## config.mk

```make
export PLATFORM = sky130hd
export DESIGN_NAME = unstriping_2to1_flat
export DESIGN_NICKNAME = d
export VERILOG_FILES = /design/src/rtl/unstriping_2to1_pkg.sv /design/src/rtl/unstriping_2to1_if.sv /design/src/rtl/unstriping_2to1_fifo.sv /design/src/rtl/unstriping_2to1.sv /design/src/flat_wrapper.sv
export SDC_FILE = /design/constraint.sdc
export NUM_CORES = 1
export LEC_CHECK = 0
export CAP_MARGIN = 5
export CORE_ASPECT_RATIO = 1.2
export CORE_UTILIZATION = 59
export CTS_BUF_LIST = sky130_fd_sc_hd__clkbuf_16
export DETAILED_ROUTE_END_ITERATION = 8
export PLACE_DENSITY = 0.79
export SYNTH_ARGS = -nofsm -noshare
export SYNTH_HDL_FRONTEND = slang
export SYNTH_SLANG_ARGS = --single-unit
export TNS_END_PERCENT = 5
```

## constraint.sdc

```tcl
create_clock -name clk -period 2.87 [get_ports clk]
set_input_delay 0.287 -clock clk [delete_from_list [all_inputs] [get_ports clk]]
set_output_delay 0.287 -clock clk [all_outputs]
set_load 0.005 [all_outputs]
```

## src/rtl/unstriping_2to1_pkg.sv

```systemverilog
// Shared lane-word definitions for the 2-lane receive path: default widths,
// lane word type and a helper that counts valid lanes.
package unstriping_2to1_pkg;

  localparam int DATA_W_DEF = 8;
  localparam int DEPTH_DEF  = 8;
  localparam int LANE_W_DEF = DATA_W_DEF + 1;
  localparam int VALID_BIT  = DATA_W_DEF;

  typedef logic [LANE_W_DEF-1:0] lane_t;

  function automatic logic [1:0] lane_count(input logic v0, input logic v1);
    return {1'b0, v0} + {1'b0, v1};
  endfunction

endpackage

```

## src/rtl/unstriping_2to1_if.sv

```systemverilog
// Handshake/bus bundle between the lane merger and its environment.
// The master drives lane words and out_ready; the slave is the merger itself.
interface unstriping_2to1_if #(
  parameter int DATA_W = 8,
  parameter int DEPTH  = 8
);
  localparam int LANE_W = DATA_W + 1;
  localparam int CNT_W  = $clog2(DEPTH) + 1;

  logic [LANE_W-1:0] in0;
  logic [LANE_W-1:0] in1;
  logic              in_ready;
  logic [LANE_W-1:0] out0;
  logic              out_ready;
  logic [CNT_W-1:0]  fifo_count;
  logic              overflow;
  logic              lane_err;

  modport master (
    output in0, in1, out_ready,
    input  in_ready, out0, fifo_count, overflow, lane_err
  );

  modport slave (
    input  in0, in1, out_ready,
    output in_ready, out0, fifo_count, overflow, lane_err
  );
endinterface

```

## src/rtl/unstriping_2to1_fifo.sv

```systemverilog
// Dual-write / single-read storage: up to two entries written per cycle in
// order (d0 then d1), one popped per cycle, with a fill count one bit wider than the pointers.
module unstriping_2to1_fifo #(
  parameter int DATA_W = 8,
  parameter int DEPTH  = 8,
  parameter int CNT_W  = $clog2(DEPTH) + 1
) (
  input  logic              clk,
  input  logic              reset,
  input  logic [1:0]        i_wr_n,
  input  logic [DATA_W-1:0] i_wr_d0,
  input  logic [DATA_W-1:0] i_wr_d1,
  input  logic              i_rd,
  output logic [DATA_W-1:0] o_rd_data,
  output logic [CNT_W-1:0]  o_count,
  output logic [CNT_W-1:0]  o_count_next
);
  localparam int PTR_W = $clog2(DEPTH);

  logic [DATA_W-1:0] r_mem [DEPTH];
  logic [PTR_W-1:0]  r_wr_ptr;
  logic [PTR_W-1:0]  r_rd_ptr;
  logic [CNT_W-1:0]  r_count;
  logic [PTR_W-1:0]  w_wr_ptr1;

  assign w_wr_ptr1    = r_wr_ptr + PTR_W'(1);
  assign o_rd_data    = r_mem[r_rd_ptr];
  assign o_count      = r_count;
  assign o_count_next = r_count + CNT_W'(i_wr_n) - CNT_W'(i_rd);

  // Storage array, wrapping pointers and fill count.
  always_ff @(posedge clk or negedge reset) begin
    if (!reset) begin
      r_mem    <= '{default: '0};
      r_wr_ptr <= '0;
      r_rd_ptr <= '0;
      r_count  <= '0;
    end else begin
      if (i_wr_n != 2'd0) begin
        r_mem[r_wr_ptr] <= i_wr_d0;
      end
      if (i_wr_n == 2'd2) begin
        r_mem[w_wr_ptr1] <= i_wr_d1;
      end
      r_wr_ptr <= r_wr_ptr + PTR_W'(i_wr_n);
      if (i_rd) begin
        r_rd_ptr <= r_rd_ptr + PTR_W'(1);
      end
      r_count <= o_count_next;
    end
  end
endmodule

```

## src/rtl/unstriping_2to1.sv

```systemverilog
// Receive-side lane merger: folds two {valid,byte} lanes back into one ordered
// byte stream with ready/valid backpressure and sticky error flags.
module unstriping_2to1
  import unstriping_2to1_pkg::*;
#(
  parameter int DATA_W = DATA_W_DEF,
  parameter int DEPTH  = DEPTH_DEF
) (
  input  logic              clk,
  input  logic              reset,
  unstriping_2to1_if.slave  bus
);
  localparam int LANE_W = DATA_W + 1;
  localparam int CNT_W  = $clog2(DEPTH) + 1;

  logic              w_v0;
  logic              w_v1;
  logic [1:0]        w_wr_n;
  logic [DATA_W-1:0] w_wr_d0;
  logic [DATA_W-1:0] w_wr_d1;
  logic              w_load;
  logic              w_pop;
  logic [DATA_W-1:0] w_rd_data;
  logic [CNT_W-1:0]  w_count;
  logic [CNT_W-1:0]  w_count_next;

  logic              r_in_ready;
  logic [LANE_W-1:0] r_out0;
  logic              r_overflow;
  logic              r_lane_err;

  assign w_v0 = bus.in0[DATA_W];
  assign w_v1 = bus.in1[DATA_W];

  // Write steering: a lone lane1 byte goes into the first write slot.
  always_comb begin
    w_wr_n  = 2'd0;
    w_wr_d0 = bus.in0[DATA_W-1:0];
    w_wr_d1 = bus.in1[DATA_W-1:0];
    if (r_in_ready) begin
      w_wr_n = lane_count(w_v0, w_v1);
      if (w_v0) begin
        w_wr_d0 = bus.in0[DATA_W-1:0];
      end else begin
        w_wr_d0 = bus.in1[DATA_W-1:0];
      end
    end else begin
      w_wr_n = 2'd0;
    end
    w_load = !r_out0[DATA_W] || bus.out_ready;
    w_pop  = w_load && (w_count != '0);
  end

  unstriping_2to1_fifo #(
    .DATA_W (DATA_W),
    .DEPTH  (DEPTH),
    .CNT_W  (CNT_W)
  ) u_fifo (
    .clk          (clk),
    .reset        (reset),
    .i_wr_n       (w_wr_n),
    .i_wr_d0      (w_wr_d0),
    .i_wr_d1      (w_wr_d1),
    .i_rd         (w_pop),
    .o_rd_data    (w_rd_data),
    .o_count      (w_count),
    .o_count_next (w_count_next)
  );

  // Acceptance, output register and sticky flags; in_ready leaves room for a full pair.
  always_ff @(posedge clk or negedge reset) begin
    if (!reset) begin
      r_in_ready <= 1'b0;
      r_out0     <= '0;
      r_overflow <= 1'b0;
      r_lane_err <= 1'b0;
    end else begin
      r_in_ready <= (w_count_next <= CNT_W'(DEPTH - 2));
      if (w_load) begin
        r_out0 <= w_pop ? {1'b1, w_rd_data} : '0;
      end
      if (!r_in_ready && (w_v0 || w_v1)) begin
        r_overflow <= 1'b1;
      end
      if (w_v1 && !w_v0) begin
        r_lane_err <= 1'b1;
      end
    end
  end

  assign bus.in_ready   = r_in_ready;
  assign bus.out0       = r_out0;
  assign bus.fifo_count = w_count;
  assign bus.overflow   = r_overflow;
  assign bus.lane_err   = r_lane_err;
endmodule

```

## src/flat_wrapper.sv

```systemverilog
// flat-port wrapper written by rule: the top's interface ports become plain ports
module unstriping_2to1_flat import unstriping_2to1_pkg::*;
#(
  parameter int DATA_W = DATA_W_DEF,
  parameter int DEPTH  = DEPTH_DEF
)
  (clk, reset, bus_in0, bus_in1, bus_out_ready, bus_in_ready, bus_out0, bus_fifo_count, bus_overflow, bus_lane_err);
  unstriping_2to1_if #(.DATA_W(DATA_W), .DEPTH(DEPTH)) bus_i ();
  input  logic clk;
  input  logic reset;
  input wire logic [$bits(bus_i.in0)-1:0] bus_in0;
  input wire logic [$bits(bus_i.in1)-1:0] bus_in1;
  input wire logic [$bits(bus_i.out_ready)-1:0] bus_out_ready;
  output wire logic [$bits(bus_i.in_ready)-1:0] bus_in_ready;
  output wire logic [$bits(bus_i.out0)-1:0] bus_out0;
  output wire logic [$bits(bus_i.fifo_count)-1:0] bus_fifo_count;
  output wire logic [$bits(bus_i.overflow)-1:0] bus_overflow;
  output wire logic [$bits(bus_i.lane_err)-1:0] bus_lane_err;
  assign bus_i.in0 = bus_in0;
  assign bus_i.in1 = bus_in1;
  assign bus_i.out_ready = bus_out_ready;
  assign bus_in_ready = bus_i.in_ready;
  assign bus_out0 = bus_i.out0;
  assign bus_fifo_count = bus_i.fifo_count;
  assign bus_overflow = bus_i.overflow;
  assign bus_lane_err = bus_i.lane_err;
  unstriping_2to1 #(.DATA_W(DATA_W), .DEPTH(DEPTH)) u_core (.clk(clk), .reset(reset), .bus(bus_i));
endmodule
```

==> metrics.txt <==
Synth cell types 47; maxcap violations 0; final wirelength roughly 12 mm; status complete, no violations; post-synthesis area per instance 11.8 µm²; first-pass GRT wire length roughly 19 mm; initial antenna violation count 0; clock slew at reported path FFs 0.06 ns; mux cell area share after synthesis 0.293; drt pass-1 iters 5; Post-synth EDFFs 0; largest net degree at the start of global routing 87; DP HPWL 7.73 mm; Period Utilization, post-route 0.856; setup tns final 0 ns; total congestion overflow 0; Post-synth top flop dfrtp_1; DRC 0; Slew @ Worst Pin 1.09 ns; Final Cell Area 0.00578 mm²; xor and xnor fraction of the mapped netlist area 0.0123; worst vdd ir slightly above 800 µV; Max Clk Rate roughly 410 MHz; Synth Register Bits between 80 and 90; Die Span Y a little over 100 µm; number of buffers added on ports 36; Adder-Cell Fraction of Synth Area 0.0381; CP Max Fanout 3; critical path class reg -> reg; vias in the first global route 3,487; Clock Path Buffers 2; post-route antenna net violation count 0; postcts setup bufs 0; simple-gate portion of the synthesized area 0.109; Cells after Synth between 400 and 500; Post-synth top cells dfrtp_1, mux2_2, nand2_1, mux2i_1, o21ai_0; Initial DRC Count 178; minimum clock period 2.46 ns; hold_buf cts 0; post-synthesis net count 458; Layout Utilization 0.708; Final nets 497; max-slew violations 0; Sinks on Clock Net 86; largest family of logic cells by synthesized area multiplexers; CP Launch Point u_core.u_fifo.o_count[2]; drt wl/cell 20.5 µm; Final Hold Viols 0; hold slack 0.157 ns; CTS Root Cell clkbuf_16; Leak Pwr 2.42 nW; top-count cell post-synth dfrtp_1; I/O Pins 37; Core ar. ~0.008 mm²; post_cts resized 0; site row count 36; largest cells by area after synthesis dfrtp_1, mux2_2, mux2i_1, mux2_4, mux4_2; fill count 595; die width 86.0 µm; Worst Path Arrival 2.67 ns; Yosys top cell by area dfrtp_1; GRT Util Overall 0.296; Clock Skews 0.00468 ns; Layout area overhead 15.6%; CP Launch Type flop; CP required 3.09 ns; Vias per Instance 5.93; gp weighted congestion 0.805; Setup crit end kind flop; # H-tree levels 3; total number of vias 3,447; Post-Place Cell Area 0.00549 mm²; post-synth top area share 0.431; Cell Area, Synth 0.00499 mm²; FFs w/ async S/R, synth 1.00; die area a little under 0.009 mm²; Yosys Warn Count 0; Synth Area in Compound Gates 0.0754; hold crit path type in -> async; CTS tree built; CTS buffer count 9; pwr dens 1050 mW/mm²; layout cells sized above 1 0.298; final setup vio count 0; unrepaired setup endpoints after global routing false; post-synthesis sequential area ratio 0.431; Skew-Pair Late Insertion Delay 0.34 ns; worst reg2reg startpoint u_core.u_fifo.o_count[2]; Initial Util 0.613; Slew headroom 0.274; # diodes 0
==> stage by stage <==
| step | total power [mW] | instances | setup slack (ns) |
|---|---|---|---|
| 6_report | 6.07 | 581 | 0.415 |
| 3_3_place_gp | 4.80 | 565 | 0.285 |
| 2_1_floorplan | 4.21 | 423 | 0.646 |
| 4_1_cts | 6.09 | 581 | 0.389 |
| 5_1_grt | 6.46 | 581 | 0.116 |
| 3_5_place_dp | 4.94 | 565 | 0.219 |
==> power breakdown <==
| group | internal, mW | switching [mW] | leakage, nW |
|---|---|---|---|
| sequential | 1.80 | 0.467 | 1.04 |
| clock | 0.661 | 0.463 | 0.149 |
| combinational | 1.47 | 1.21 | 1.23 |
| total | 3.93 | 2.14 | 2.42 |
==> worst max-delay path, stage by stage, from the launching register on <==
cell	delay, ns
dfrtp_1	0.37
inv_1	0.09
ha_1	0.15
nor3b_1	0.24
or2_1	0.16
inv_1	0.08
ha_1	0.28
inv_1	0.06
ha_1	0.16
inv_1	0.06
fa_1	0.38
xnor2_1	0.22
a31oi_1	0.11
==> logic make-up after synthesis <==
family          count (synthesis)
mux                           120
simple gates                   95
flops                          86
compound gates                 58
buf+inv                        43
fa+ha+maj                      14
xor+xnor                        7
==> state kept, by name (all words and copies together) (netlist names) <==
register	flops
u_core.bus.in_ready	1
u_core.bus.lane_err	1
u_core.bus.out0	9
u_core.bus.overflow	1
u_core.u_fifo.o_count	4
u_core.u_fifo.r_mem	64
u_core.u_fifo.r_rd_ptr	3
u_core.u_fifo.r_wr_ptr	3
==> final timing paths <==
check,to,slack [ns],cells after the start
setup / recovery,u_core.bus.in_ready,0.41,12
hold / removal,u_core.u_fifo.r_mem[40],0.16,1
setup reg to reg,u_core.bus.in_ready,0.41,12
hold reg to reg,u_core.bus.lane_err,0.47,1
max in group asynchronous,u_core.bus.lane_err,2.03,1
min in group clk,u_core.bus.lane_err,0.47,1
==> cell usage in the layout, fill, tap and decap left out, types with 2 or more instances in the layout <==
| cell | n |
|---|---|
| dfrtp_1 | 86 |
| mux2_2 | 63 |
| nand2_1 | 47 |
| clkdlybuf4s50_1 | 35 |
| mux2i_1 | 32 |
| o21ai_0 | 22 |
| inv_1 | 20 |
| buf_4 | 19 |
| mux2_4 | 17 |
| nor2b_1 | 13 |
| ha_1 | 12 |
| o21ai_1 | 10 |
| clkbuf_16 | 9 |
| mux4_2 | 8 |
| nor2_1 | 6 |
| xnor2_1 | 5 |
| nand3_1 | 5 |
| nor2_2 | 4 |
| o22ai_1 | 4 |
| o31ai_1 | 4 |
| a211oi_1 | 4 |
| a2111oi_0 | 4 |
| o41ai_1 | 4 |
| nand2b_1 | 3 |
| xor2_1 | 2 |
| nor3_2 | 2 |
| nor2_8 | 2 |
| nor4_2 | 2 |
| nor3_4 | 2 |
| fa_1 | 2 |
| clkinv_2 | 2 |
==> routing by layer <==
layer  GRT usage  vias to the layer above  routed length [µm]
met5           0                        -                   0
met4       0.177                        0                 502
met3      0.0296                       34                 527
met2       0.502                      122                6060
met1       0.370                     1709                4850
li1            -                     1582                   -
==> final cells by class <==
cell class / instances / area (µm²) / share of cell area
Clock buffer: 9 / 225 / 0.0390
Sequential cell: 86 / 2150 / 0.373
Tap cell: 114 / 143 / 0.0247
Inverter: 17 / 63.8 / 0.0110
Multi-Input combinational cell: 294 / 2640 / 0.457
Clock inverter: 7 / 58.8 / 0.0102
Timing Repair Buffer: 54 / 493 / 0.0854
No activity file was read; power rests on OpenSTA's default activity.
